**config.mk**
```make
export PLATFORM = sky130hd
export DESIGN_NAME = sta_counter_bank
export DESIGN_NICKNAME = d
export VERILOG_FILES = /design/src/rtl/sta_cnt_pkg.sv /design/src/rtl/sta_cnt_chan.sv /design/src/rtl/sta_counter_bank.sv
export SDC_FILE = /design/constraint.sdc
export NUM_CORES = 2
export LEC_CHECK = 0
export BUFFER_PORTS_ARGS = -buffer_cell sky130_fd_sc_hd__buf_2
export CAP_MARGIN = 40
export CELL_PAD_IN_SITES_DETAIL_PLACEMENT = 1
export CELL_PAD_IN_SITES_GLOBAL_PLACEMENT = 2
export CORE_MARGIN = 2
export CORE_UTILIZATION = 35
export DETAILED_ROUTE_END_ITERATION = 12
export GPL_TIMING_DRIVEN = 0
export PLACE_DENSITY_LB_ADDON = 0.08
export SYNTH_ARGS = -nofsm -noshare
export SYNTH_HDL_FRONTEND = slang
export SYNTH_SLANG_ARGS = --single-unit
```
**constraint.sdc**
```tcl
create_clock -name clock -period 2.87 [get_ports clock]
set_input_delay 0.4305 -clock clock [delete_from_list [all_inputs] [get_ports clock]]
set_output_delay 0.4305 -clock clock [all_outputs]
set_load 0.005 [all_outputs]
```
**src/rtl/sta_cnt_pkg.sv**
```systemverilog
// ============================================================================
// Module   : sta_cnt_pkg
// Purpose  : Shared defaults, count-mode encoding and lowest-set-bit helper
//            for the sta_counter_bank slice.
// Revision : 1.0 - initial release
// ============================================================================
`default_nettype none

package sta_cnt_pkg;

  localparam int NUM_CH_DEF      = 32;
  localparam int CNT_W_DEF       = 16;
  localparam int SYNC_STAGES_DEF = 2;

  typedef enum logic {
    MODE_WRAP = 1'b0,
    MODE_SAT  = 1'b1
  } mode_e;

  // Index of the lowest set bit; returns 0 for an all-zero vector.
  function automatic int lowest_set(input logic [63:0] v);
    int idx;
    idx = 0;
    for (int i = 63; i >= 0; i--) begin
      if (v[i]) idx = i;
    end
    return idx;
  endfunction

endpackage

`default_nettype wire

```
**src/rtl/sta_cnt_chan.sv**
```systemverilog
// ============================================================================
// Module   : sta_cnt_chan
// Purpose  : One up-counter channel: clears when disabled, wraps or saturates
//            at the terminal value, and flags a match while enabled.
// Revision : 1.0 - initial release
// ============================================================================
`default_nettype none

module sta_cnt_chan
  import sta_cnt_pkg::*;
#(
  parameter int CNT_W = CNT_W_DEF
) (
  input  logic             clock,
  input  logic             reset,
  input  logic             en,
  input  logic [CNT_W-1:0] term,
  input  logic             sat_mode,
  output logic             match
);

  logic [CNT_W-1:0] r_cnt;
  logic             w_at_term;

  assign w_at_term = (r_cnt == term);

  always_ff @(posedge clock) begin
    if (reset) begin
      r_cnt <= '0;
    end else if (!en) begin
      r_cnt <= '0;
    end else if (w_at_term) begin
      if (mode_e'(sat_mode) == MODE_WRAP) r_cnt <= '0;
    end else begin
      r_cnt <= r_cnt + CNT_W'(1);
    end
  end

  // Gated by en so a parked channel never matches, even against term = 0.
  assign match = en & w_at_term;

endmodule

`default_nettype wire

```
**src/rtl/sta_counter_bank.sv**
```systemverilog
// ============================================================================
// Module   : sta_counter_bank
// Purpose  : Bank of NUM_CH synchronised-enable up-counters with registered
//            OR-reduced match output and sticky per-channel hit flags.
//            Optional macro STA_CNT_FIRST_HIT_EN adds first_vld/first_id.
// Revision : 1.0 - initial release
// ============================================================================
`default_nettype none

module sta_counter_bank
  import sta_cnt_pkg::*;
#(
  parameter int NUM_CH      = NUM_CH_DEF,
  parameter int CNT_W       = CNT_W_DEF,
  parameter int SYNC_STAGES = SYNC_STAGES_DEF
) (
  input  logic              clock,
  input  logic              reset,
  input  logic [NUM_CH-1:0] cen,
  input  logic [CNT_W-1:0]  term,
  input  logic              sat_mode,
  input  logic              hit_clr,
  output logic              cout,
  output logic [NUM_CH-1:0] hit_vec
`ifdef STA_CNT_FIRST_HIT_EN
  ,
  output logic                                           first_vld,
  output logic [((NUM_CH > 1) ? $clog2(NUM_CH) : 1)-1:0] first_id
`endif
);

  localparam int FID_W = (NUM_CH > 1) ? $clog2(NUM_CH) : 1;

  logic [NUM_CH-1:0] r_sync [SYNC_STAGES];
  logic [NUM_CH-1:0] w_cen_s;
  logic [NUM_CH-1:0] w_match;
  logic [NUM_CH-1:0] r_scount;
  logic [NUM_CH-1:0] r_hit;
  logic              r_cout;

  always_ff @(posedge clock) begin
    if (reset) begin
      for (int s = 0; s < SYNC_STAGES; s++) r_sync[s] <= '0;
    end else begin
      r_sync[0] <= cen;
      for (int s = 1; s < SYNC_STAGES; s++) r_sync[s] <= r_sync[s-1];
    end
  end

  assign w_cen_s = r_sync[SYNC_STAGES-1];

  for (genvar i = 0; i < NUM_CH; i++) begin : g_chan
    sta_cnt_chan #(
      .CNT_W (CNT_W)
    ) u_chan (
      .clock    (clock),
      .reset    (reset),
      .en       (w_cen_s[i]),
      .term     (term),
      .sat_mode (sat_mode),
      .match    (w_match[i])
    );
  end

  // Set has priority over clear so a hit landing with hit_clr is never lost.
  always_ff @(posedge clock) begin
    if (reset) begin
      r_scount <= '0;
      r_cout   <= 1'b0;
      r_hit    <= '0;
    end else begin
      r_scount <= w_match;
      r_cout   <= |r_scount;
      r_hit    <= hit_clr ? r_scount : (r_hit | r_scount);
    end
  end

  assign cout    = r_cout;
  assign hit_vec = r_hit;

`ifdef STA_CNT_FIRST_HIT_EN
  logic             r_first_vld;
  logic [FID_W-1:0] r_first_id;

  always_ff @(posedge clock) begin
    if (reset) begin
      r_first_vld <= 1'b0;
      r_first_id  <= '0;
    end else if ((hit_clr || !r_first_vld) && (|r_scount)) begin
      r_first_vld <= 1'b1;
      r_first_id  <= FID_W'(lowest_set(64'(r_scount)));
    end else if (hit_clr) begin
      r_first_vld <= 1'b0;
      r_first_id  <= '0;
    end
  end

  assign first_vld = r_first_vld;
  assign first_id  = r_first_id;
`endif

endmodule

`default_nettype wire

```
==> results.py <==
metrics = {
    "finish": {
        "syn_to_final_growth_pct": 14.3,
        "drive_gt1_share_pct": 8.41,
        "nets": 4777,
        "fillers": 12715,
        "instances_no_fill": 6161,
    },
    "power_and_ir_drop": {
        "finalPower_mw": 21.6,
        "power.density_nw_per_um2": 497,
        "net-switching-power_mw": 5.33,
        "p_leak_nw": 17.0,
        "sw_frac_of_total_pct": 24.7,
        "power_frac_clock_pct": 52.0,
        "vdd_drop_max_mv": 0.408,
        "seq_power_share_pct": 41.8,
        "p_int_mw": 16.2,
        "combPwrFrac_pct": 6.2,
    },
    "sta": {
        "hold_viol_final": 0,
        "max_freq_mhz": 366,
        "tightestPinTransition_ps": 868,
        "finClkSkew_ps": 22.7,
        "rsz0062_at_grt": "false",
        "max-slew-margin-rel_pct": 42.1,
        "post-route-min-period_ps": 2730,
        "slew_violations": 0,
        "finalCritPeriodShare_pct": 95.1,
        "setup_slack_ps": 141,
        "finalSetupViolCount": 0,
        "tns_ps": 0,
    },
    "floorplanning": {
        "core_area_um2": 107000,
        "dieArea_um2": 111000,
        "die_x_um": 333,
        "die_y_um": 333,
        "io_pins": 85,
        "row_count": 120,
        "initial_utilization_pct": 35.3,
    },
    "setup_path": {
        "worst-path-buf-inv": 3,
        "r2r_slack_ps": 230,
        "path_cells": "buf_2 > buf_6 > buf_2 > xor2_1 > nor4_1 > nand4_2 > nor3_4 > a211o_1",
        "crit_slowest_cell": "nor3_4",
        "path_delay_family": "simple AND/OR/NAND/NOR gates",
        "worstReg2RegStart": "g_chan[15].u_chan.r_cnt[8]$_SDFFE_PP0P_",
        "worstSetupEndpointType": "register",
        "cp_data_arrival_time_ps": 3330,
        "critical_path_class": "primary input to register",
        "crit_top_cell": "buf_2",
        "startpoint_type": "primary input",
        "rr_endpoint": "g_chan[15].u_chan.r_cnt[4]$_SDFFE_PP0P_",
        "crit_required_ps": 3470,
        "critical-path-max-stage-delay_ps": 570,
        "reg2reg_depth": 8,
        "critPathMaxFanout": 10,
    },
    "route": {
        "drt_first_pass_iters": 7,
        "drcViolationCount": 0,
        "drtAntennaViolNets": 0,
        "drt_wl_total_mm": 146,
        "drtIter0Drc": 2024,
        "routed_via_density": 5.70,
        "via_count": 35103,
        "routedWlPerCell_um": 23.8,
    },
    "clocking": {
        "htree_levels": 3,
        "root_buffer": "clkbuf_16",
        "cts_tree": "yes",
        "clk_path_buf_depth": 3,
        "cts.sinks": 641,
        "clkSlewWorstSetupHoldPaths_ps": 60,
        "numCtsBuffers": 82,
        "insertion_delay_ps": 660,
    },
    "placed_design": {
        "gp_congestion": 0.821,
        "dpl.hpwl_mm": 100,
        "place_ws_ps": -1420,
        "io_buffers": 66,
        "dp_cells": 5999,
    },
    "global_routing": {
        "met1_usage_pct": 36.0,
        "grtUsageTotal_pct": 25.9,
        "grt.overflow.total": 0,
        "grt_max_degree": 15,
        "grtUsageMet2_pct": 42.3,
        "antenna_found_initial": 9,
        "grt_pass1_wl_mm": 222,
        "use_met3_pct": 2.82,
        "grt_pass1_vias": 34975,
        "busiest_layer": "met2",
    },
    "logic_synthesis": {
        "netlist_instances": 4509,
        "synth_edf_count": 0,
        "syn_nets": 4593,
        "ys_ff_latch": 641,
        "yosysSeqAreaShare_pct": 33.8,
        "ys.flop_type": "dfxtp_1",
        "synthArstFlopShare_pct": 0,
        "syn_area_per_cell_um2": 8.41,
        "yosys_warnings": 0,
        "synth_area_um2": 37900,
        "ys_types": 70,
    },
    "job": {
        "max_cap_violations": 0,
    },
    "hold_path": {
        "hold_path_depth": 2,
        "min_to": "r_sync[0][11]$_SDFF_PP0_",
        "hold_start": "cen[11]",
        "holdCritPathClass": "primary input to register",
    },
    "run_status": {
        "status": "finished clean",
    },
}
## worst register-to-register path, delay by kind of cell (launching register included)
kind	cells	cell delay, ps
AND/OR/NAND/NOR	3	1100
buffers and inverters	3	840
flip-flops	1	310
XOR/XNOR	1	180
AO/OA/AOI/OAI	1	140
## logic make-up (layout without fill, tap and decap cells)
| logic type | Yosys count | in the layout | synth area share (%) |
|---|---|---|---|
| muxes | 28 | 28 | 0.775 |
| and+or+nand+nor | 1867 | 1867 | 28.8 |
| AOI/OAI and AO/OA | 861 | 861 | 15.3 |
| xor gates and xnor gates | 624 | 624 | 14.4 |
| adders and majority gates | 32 | 32 | 1.06 |
| DFF | 641 | 641 | 33.8 |
| other | 0 | 2 | 0 |
| buffers and inverters | 456 | 703 | 5.85 |
## power by group through the flow
stage	clock network, mW	logic (mW)	registers [mW]
2_1_floorplan	0	0.721	9.18
3_3_place_gp	0	1.29	9.20
3_5_place_dp	0	1.33	9.20
4_1_cts	11.5	1.35	9.00
5_1_grt	11.8	1.41	9.00
6_report	11.2	1.34	9.00
## cell usage in the layout (no fill, tap or decap), types with 83 or more instances in the layout
| master | instances |
|---|---|
| dfxtp_1 | 641 |
| or3_1 | 96 |
| nor2b_1 | 112 |
| a21o_1 | 142 |
| and3_1 | 192 |
| clkbuf_1 | 237 |
| nor2_1 | 111 |
| buf_2 | 122 |
| xnor2_1 | 270 |
| o2bb2ai_1 | 102 |
| nor4_1 | 143 |
| nand3_1 | 289 |
| nand4_1 | 216 |
| o21ai_0 | 177 |
| nor3_1 | 126 |
| inv_1 | 98 |
| a21oi_1 | 186 |
| nand2_1 | 220 |
| xor2_1 | 354 |
| clkbuf_16 | 83 |
## layer usage
layer | vias to the layer above | share of wire, %
met5 | - | 0
met4 | 0 | 2.3
met3 | 162 | 3.9
met2 | 621 | 46
met1 | 17560 | 48
li1 | 16760 | -
## cells in the mapped netlist, drive strengths merged (43+ instances only)
library cell  count  area (µm²)
xor2            354        3100
nor4b            44         385
o2bb2ai         102         893
or4              43         323
nor4            156        1090
nand2b           64         400
nor2b           112         701
a21o            142        1070
o21ai           214        1070
xnor2           270        2360
a211o            47         412
nand3           289        1450
and2             57         357
o211ai           66         495
buf             120         957
or3              96         601
nand4           218        1380
clkbuf          237         890
and3            192        1200
inv              99         372
nor2            113         427
dfxtp           641       12800
nor3            128         663
nand2           220         826
and4             80         701
a21oi           186         931
## worst max-delay path by stage
stage / startpoint / end / slack (ps) / cells past startpoint
floorplan: term[11] / g_chan[21].u_chan.r_cnt[8]$_SDFFE_PP0P_ / 520 / 9
global placement: sat_mode / g_chan[29].u_chan.r_cnt[15]$_SDFFE_PP0P_ / -3700 / 7
detailed placement: sat_mode / g_chan[29].u_chan.r_cnt[15]$_SDFFE_PP0P_ / -1420 / 10
CTS: reset / g_chan[27].u_chan.r_cnt[2]$_SDFFE_PP0P_ / 30 / 8
global route: term[2] / g_chan[31].u_chan.r_cnt[14]$_SDFFE_PP0P_ / 3 / 8
finish: term[2] / g_chan[31].u_chan.r_cnt[14]$_SDFFE_PP0P_ / 140 / 8
## timing repair
item | in CTS | in global routing
gates resized for setup | 8 | 7
hold buffers | 15 | 0
buffers inserted | 1 | 0
setup endpoints to repair | 316 | 30
hold endpoints to repair | 15 | 0
## stage by stage
stage / util, % / hold WS [ps] / area [µm²]
2_1_floorplan: - / 414 / 37900
3_3_place_gp: 37.3 / 416 / 40000
3_5_place_dp: 37.5 / 425 / 40300
4_1_cts: 40.4 / 0.506 / 43300
5_1_grt: 40.4 / 28.8 / 43400
6_report: 40.4 / 44.8 / 43400
## area by class of cell
class	count	area, µm²	share of cell area (%)
clock inverter	32	500	1.15
tap	1403	1760	4.05
clock buffer	115	2380	5.48
timing repair buffer	103	746	1.72
inverter	99	375	0.866
multi-input combinational	3412	22900	52.8
buffer	354	1870	4.31
antenna	2	5.00	0.0115
sequential	641	12800	29.6
## state kept, by name, summed over array words and instances, names as in the netlist
signal	count
cout	1
r_scount	32
r_sync	64
g_chan.u_chan.r_cnt	512
hit_vec	32
Note: power is estimated with default switching activity, not from simulation.
